==> config.mk <==
export PLATFORM = sky130hd
export DESIGN_NAME = mix_columns_seq
export DESIGN_NICKNAME = d
export VERILOG_FILES = /design/src/rtl/mix_columns_seq.sv
export SDC_FILE = /design/constraint.sdc
export NUM_CORES = 1
export LEC_CHECK = 0
export ABC_AREA = 1
export CAP_MARGIN = 20
export CORE_MARGIN = 3
export CORE_UTILIZATION = 49
export CTS_CLUSTER_DIAMETER = 40
export DETAILED_ROUTE_END_ITERATION = 16
export HOLD_SLACK_MARGIN = 0.02
export PLACE_DENSITY = 0.82
export RECOVER_POWER = 100
export SYNTH_ARGS = -nofsm -noshare
export SYNTH_HDL_FRONTEND = slang
export SYNTH_SLANG_ARGS = --single-unit
export TNS_END_PERCENT = 5
==> constraint.sdc <==
create_clock -name clk -period 6.35 [get_ports clk]
set_input_delay 1.27 -clock clk [delete_from_list [all_inputs] [get_ports clk]]
set_output_delay 1.27 -clock clk [all_outputs]
set_load 0.03 [all_outputs]
==> src/rtl/mix_columns_seq.sv <==
// mix_columns_seq: column-serial AES MixColumns (enc_dec=0) / InvMixColumns (enc_dec=1), one column per clock; ports clk, rst, in_valid/in_ready/in_state, in_last (only with MIXCOL_LAST_ROUND_EN), out_valid/out_ready/out_state
module mix_columns_seq #(
  parameter bit enc_dec = 1'b0
) (
  input  logic         clk,
  input  logic         rst,
  input  logic         in_valid,
  output logic         in_ready,
  input  logic [0:127] in_state,
`ifdef MIXCOL_LAST_ROUND_EN
  input  logic         in_last,
`endif
  output logic         out_valid,
  input  logic         out_ready,
  output logic [0:127] out_state
);
  typedef enum logic [1:0] {IDLE, BUSY, DONE} state_t;
  localparam logic [15:0] coef = enc_dec ? 16'hebd9 : 16'h2311;
  state_t state;
  logic [1:0] col;
  logic [0:127] st;
  logic [31:0] a, b;
  logic last, accept;
`ifdef MIXCOL_LAST_ROUND_EN
  assign last = in_last;
`else
  assign last = 1'b0;
`endif
  assign in_ready = state == IDLE || (state == DONE && out_ready);
  assign accept = in_valid && in_ready;
  assign out_state = st;
  function automatic logic [7:0] xt(input logic [7:0] v);
    return {v[6:0], 1'b0} ^ (v[7] ? 8'h1b : 8'h00);
  endfunction
  function automatic logic [7:0] mul(input logic [7:0] v, input logic [3:0] c);
    logic [7:0] v2, v4, v8;
    v2 = xt(v);
    v4 = xt(v2);
    v8 = xt(v4);
    return (c[0] ? v : 8'h00) ^ (c[1] ? v2 : 8'h00) ^ (c[2] ? v4 : 8'h00) ^ (c[3] ? v8 : 8'h00);
  endfunction
  always_comb begin
    a = st[{col, 5'd0} +: 32];
    b = '0;
    for (int r = 0; r < 4; r++)
      for (int k = 0; k < 4; k++)
        b[31-8*r -: 8] = b[31-8*r -: 8] ^ mul(a[31-8*((r+k)%4) -: 8], coef[15-4*k -: 4]);
  end
  always_ff @(posedge clk or posedge rst)
    if (rst) begin
      state <= IDLE;
      col <= 2'd0;
      st <= '0;
      out_valid <= 1'b0;
    end else if (state == BUSY) begin
      st[{col, 5'd0} +: 32] <= b;
      col <= col + 2'd1;
      if (col == 2'd3) begin
        state <= DONE;
        out_valid <= 1'b1;
      end
    end else if (accept) begin
      st <= in_state;
      col <= 2'd0;
      state <= last ? DONE : BUSY;
      out_valid <= last;
    end else if (state == DONE && out_ready) begin
      state <= IDLE;
      out_valid <= 1'b0;
    end
endmodule

==> results of run 1 <==
## where the power goes
group	internal (mW)	leakage [nW]	total, mW	switching [mW]
Combinational	0.0724	3.58	0.105	0.0328
Clock	0.550	0.267	0.994	0.445
Sequential	0.841	1.15	0.841	0
## how the worst max path moves through the flow
| stage | start | end | slack [ns] | depth (start not counted) |
|---|---|---|---|---|
| 2_1_floorplan | rst | col[0] | 1.55 | 1 |
| 3_3_place_gp | out_ready | in_ready | 2.45 | 4 |
| 3_5_place_dp | out_ready | in_ready | 2.46 | 4 |
| 4_1_cts | out_ready | in_ready | 2.46 | 4 |
| 5_1_grt | col[0] | out_state[48] | 1.23 | 10 |
| 6_report | col[0] | out_state[43] | 1.38 | 7 |
## layer usage
| layer | global-route usage | vias to the layer above |
|---|---|---|
| met5 | 0 | - |
| met4 | 0.175 | 0 |
| met3 | 0.0896 | 160 |
| met2 | 0.582 | 843 |
| met1 | 0.493 | 5454 |
| li1 | - | 5385 |
## cell usage in the layout (no fill, tap or decap)
master,count
nand2_1,557
nand2_2,5
nor2_2,2
clkinv_4,2
clkinvlp_2,2
inv_8,1
clkdlybuf4s50_1,130
buf_12,1
nand3_2,2
inv_2,2
clkinv_1,1
clkbuf_2,1
o21ai_0,2
xor2_1,7
nand3_1,181
nand3b_1,6
clkbuf_1,3
buf_4,15
clkinvlp_4,4
dfrtp_2,1
nand4_1,63
inv_6,6
inv_1,41
clkbuf_16,17
xnor2_1,4
a21oi_1,257
ha_1,4
inv_4,1
bufinv_16,1
dlygate4sd3_1,131
nor2_1,133
dfrtp_1,131
## cell families after synthesis
logic type | Yosys count
AOI/OAI and AO/OA | 259
buffers and inverters | 137
DFF | 132
adders and majority gates | 4
and+or+nand+nor | 949
xor gates and xnor gates | 11
## area by class of cell
class | count | area, sq um | area share
tap | 234 | 293 | 0.0233
timing repair buffer | 280 | 2760 | 0.220
clock inverter | 14 | 141 | 0.0113
inverter | 47 | 181 | 0.0145
clock buffer | 18 | 429 | 0.0342
multi-input combinational | 1223 | 5440 | 0.434
sequential | 132 | 3300 | 0.263
## flip-flops by register name (all words and copies together) (netlist names)
| name | flops |
|---|---|
| col | 2 |
| out_state | 128 |
| state | 2 |
## stage by stage
stage | hold WS, ns | total power [mW] | utilization | std cells
floorplan | 0.489 | 0.870 | - | 1492
global placement | 0.519 | 0.962 | 0.643 | 1916
detailed placement | 0.521 | 0.962 | 0.643 | 1916
CTS | 0.538 | 1.93 | 0.674 | 1948
global route | 0.585 | 1.98 | 0.669 | 1948
finish | 0.538 | 1.94 | 0.669 | 1948
## worst register-to-register path, stage by stage (launching register included)
cell,delay (ns)
dfrtp_1,1.47
buf_4,0.89
ha_1,0.39
nand2_1,0.08
nor2_1,1.24
buf_4,0.48
nand4_1,0.15
a21oi_1,0.19
==> flow_summary.ini, run 1 <==
[timing]
setup_ws_ns = 1.38
worst_slew_margin_rel = -1.07
post-route-period-util = 0.783
tightest_slew_ns = 3.09
rsz0062_at_grt = no
setup_viol = 0
skew_ns = 0.0121
finalHoldViolCount = 0
max_freq_mhz = 201
finalMaxSlewViolations = 264
min_period_ns = 4.97
setup_tns_ns = 0

[floorplanning]
rows = 50
die_h_um = 145
die_w_um = 145
dieArea_sq_um = 20900
fp.coreArea_sq_um = 18800
start_util = 0.501
io_pins = 262

[synthesis]
avgSynthCellArea_sq_um = 6.30
syn_area_sq_um = 9400
ys_types = 25
netlist.area_leader.share = 0.351
synthSimpleGateAreaFrac = 0.426
synth_compound_area_frac = 0.138
synthXorXnorAreaFrac = 0.0166
async_flop_share = 1.00
yosys.area_share.adder = 0.00532
synth_area_leaders = dfrtp_1, nand2_1, a21oi_1
syn_nets = 1628
synth_top_area_cell = dfrtp_1
ys_seq_elements = 132
synthCells = 1492
synth_edf_count = 0
ys_seq_area_frac = 0.351
synthFlopType = dfrtp_1
ys_warn_count = 0
synthMuxAreaShare = 0
synth_top_family_by_area = simple AND/OR/NAND/NOR gates
synth_common_cells = nand2_1, a21oi_1, nand3_1
yosysMostFrequentCell = nand2_1

[run_status]
violations = capacitance limit, slew limit
status = finished with violations

[cells_and_area]
fillers = 1695
final_net_count = 1837
drive_above_1_share = 0.0368
final_area_sq_um = 12500
syn_to_final_growth_pct = 33.5
n_antenna_cell = 0

[global_routing]
grt_pass1_wl_um = 61000
grt_pass1_vias = 11300
grt_overflow = 0
grt_usage = 0.374
grt_max_degree = 90
antenna_found_initial = 0

[setup_path]
path_cells = buf_4, ha_1, nand2_1, nor2_1, buf_4, nand4_1, a21oi_1
start_kind = flip-flop
crit_path_end_kind = flip-flop
rr_startpoint = col[0]
cp.arrival_ns = 5.32
cp_common_cell = buf_4
cp_max_fo = 89
cp_top_family = flip-flops
path_buf_inv = 2
worstRegToRegCells = 7
crit_type = reg -> reg
cp.required_ns = 6.70
reg2reg_to = out_state[43]
slowest_delay_ns = 1.47
setup.reg_to_reg.worst_slack_ns = 1.38
crit_path_top_delay_cell = dfrtp_1

[clock_tree]
cts_setup_buffers = 0
cts_resized = 0
cts_tree = done
clkLatencyLatePin_ns = 0.44
cts.path.max_buffers = 2
clkSinkCount = 132
root_buffer = clkbuf_16
h-tree-depth = 4
cts.clk_slew.worst_paths_ns = 0.06
cts_buffers = 17
cts_hold_buf = 0

[routing]
routed.top_layer = met4
vias_per_cell = 6.08
routed_wl_um = 39600
final_antenna_net_count = 0
wl_met1_um = 15200
drtIter0Drc = 1327
first_pass_iters = 7
wl_met3_um = 4730
routedWlPerCell_um = 20.3
drcViolationCount = 0
wl_met2_um = 17900
num_vias = 11800

[placed_design]
dp_slack_ns = 2.46
hpwl_um = 26600
gp_congestion = 0.963
place_area_sq_um = 12100
port_buffers = 261

[worst_hold_path]
hold_depth = 2
hold_path_class = reg -> reg
min_to = state[0]
min_from = state[0]

[power_and_ir_drop]
vdd_drop_max_uv = 187
power_leakage_nw = 5.00
power_density_nw_per_um2 = 155

[run]
maxCapViolCount = 5
(Power assumes the default switching activity.)
==> run 2, diff against run 1 <==
CORE_UTILIZATION = 45   (was 49)
PLACE_DENSITY = 0.8   (was 0.82)
clock period = 4.1 ns   (was 6.35 ns; I/O delays follow)
==> run 2 against run 1 <==
  * The run still ends with capacitance limit, slew limit left
  * Sequential share of layout area fell by 0.25 points
  * Highest routed layer unchanged
  * Critical path depth rose by 2
  * Wire length barely moved
  * Final cell count rose by 2.2%
  * Largest power group unchanged
  * Flip-flop and latch count did not move
  * Register-to-register slack got worse by 0.67 ns
==> flow_summary.ini, run 2 (synthesis gave the netlist of run 1 again) <==
[timing]
timing.hold.ws_ns = 0.559
min_period_ns = 3.39
setup_viol = 0
finalMaxSlewViolations = 89
worst_slew_margin_rel = -0.289
finalHoldViolCount = 0
max_freq_mhz = 295
rsz0062_at_grt = no
skew_ns = 0.00897
tightest_slew_ns = 1.93
setup_ws_ns = 0.712
post-route-period-util = 0.826
setup_tns_ns = 0

[routing]
drtIter0Drc = 1360
routed_wl_um = 39600
first_pass_iters = 5
final_antenna_net_count = 0
drcViolationCount = 0
vias_per_cell = 5.94
routedWlPerCell_um = 19.9
num_vias = 11800

[setup_path]
path_cells = inv_2, buf_12, nand2_1, nand3_1, nand2_1, xor2_1, xor2_2, nand3_1, a21oi_1
cp_top_family = buffers and inverters
worstRegToRegCells = 9
crit_path_end_kind = flip-flop
worst-path-stages = 9
cp.required_ns = 4.43
cp_max_fo = 74
crit_path_top_delay_cell = inv_2
crit_type = reg -> reg
slowest_delay_ns = 0.97
path_buf_inv = 2
start_kind = flip-flop
cp.arrival_ns = 3.72

[floorplanning]
die_h_um = 151
start_util = 0.462
fp.coreArea_sq_um = 20400
die_w_um = 151
rows = 52
io_pins = 262
dieArea_sq_um = 22700

[clock_tree]
clkSinkCount = 132
clkLatencyLatePin_ns = 0.42
cts.clk_slew.worst_paths_ns = 0.06
cts.path.max_buffers = 2
cts_hold_buf = 0
cts_tree = done
h-tree-depth = 4
cts_setup_buffers = 0
cts_buffers = 17
cts_resized = 0
root_buffer = clkbuf_16

[worst_hold_path]
hold_path_class = reg -> reg
hold_depth = 2

[placed_design]
gp_congestion = 0.939
port_buffers = 261
hpwl_um = 27600
dp_slack_ns = 1.06

[global_routing]
grt_max_degree = 135
grt_pass1_wl_um = 60100
antenna_found_initial = 0
grt_overflow = 0
grt_pass1_vias = 10900
grt_usage = 0.342

[cells_and_area]
n_antenna_cell = 0
drive_above_1_share = 0.0442
final_net_count = 1844
final_cell_mix = nand2_1, a21oi_1, nand3_1
largest_reg_flops = 128
syn_to_final_growth_pct = 34.9
final_common_cell = nand2_1

[power_and_ir_drop]
power_density_nw_per_um2 = 230
vdd_drop_max_uv = 345
power_leakage_nw = 5.05

[run]
maxCapViolCount = 1

[run_status]
status = finished with violations
violations = capacitance limit, slew limit
## run 2: cell types whose count changed in the layout (fill, tap and decap cells not counted), sizes merged
| cell | before | now |
|---|---|---|
| buf | 16 | 23 |
| clkinv | 3 | 8 |
| inv | 51 | 46 |
| clkbuf | 21 | 23 |
| clkinvlp | 6 | 4 |
## run 2: final timing paths
check	start	end	slack (ns)
max	col[0]	out_state[16]	0.71
min	out_state[55]	out_state[55]	0.56
max reg2reg	col[0]	out_state[16]	0.71
min reg2reg	out_state[55]	out_state[55]	0.56
max in group asynchronous	rst	col[0]	0.91
min in group asynchronous	rst	out_state[80]	1.09
## run 2: report_power, final
| group | switching, mW | internal [mW] | leakage, nW |
|---|---|---|---|
| logic | 0.0550 | 0.111 | 3.64 |
| clock network | 0.618 | 0.835 | 0.264 |
| registers | 0 | 1.30 | 1.15 |
| total | 0.673 | 2.25 | 5.05 |
## run 2: layout make-up
type	count	area, sq um
clock buffers	20	437
clock inverters	12	109
inverters	47	179
well taps	270	338
multi-input cells	1223	5490
fillers	1888	7680
flip-flops and latches	132	3310
repair buffers	287	2830
## run 2: through the flow
| step | util | power (mW) | area, sq um | cells |
|---|---|---|---|---|
| after global placement | 0.599 | 1.50 | 12200 | 1959 |
| final | 0.623 | 2.92 | 12700 | 1991 |
| after global routing | 0.623 | 2.99 | 12700 | 1991 |
| after CTS | 0.626 | 2.93 | 12800 | 1991 |
| after detailed placement | 0.599 | 1.50 | 12200 | 1959 |
| after floorplan | - | 1.35 | 9410 | 1492 |
## run 2: layer usage
metal  up-vias  part of all wire  track usage
li1       5401                 -            -
met1      5444              0.40        0.469
met2       862              0.46        0.531
met3       123              0.11       0.0683
met4         0             0.036        0.134
met5         -                 0            0
## run 2: worst min-delay path, delay by kind of cell (launching register included)
kind            cells  cell delay, ns
compound gates      1            0.10
flops               1            0.37
simple gates        1            0.06
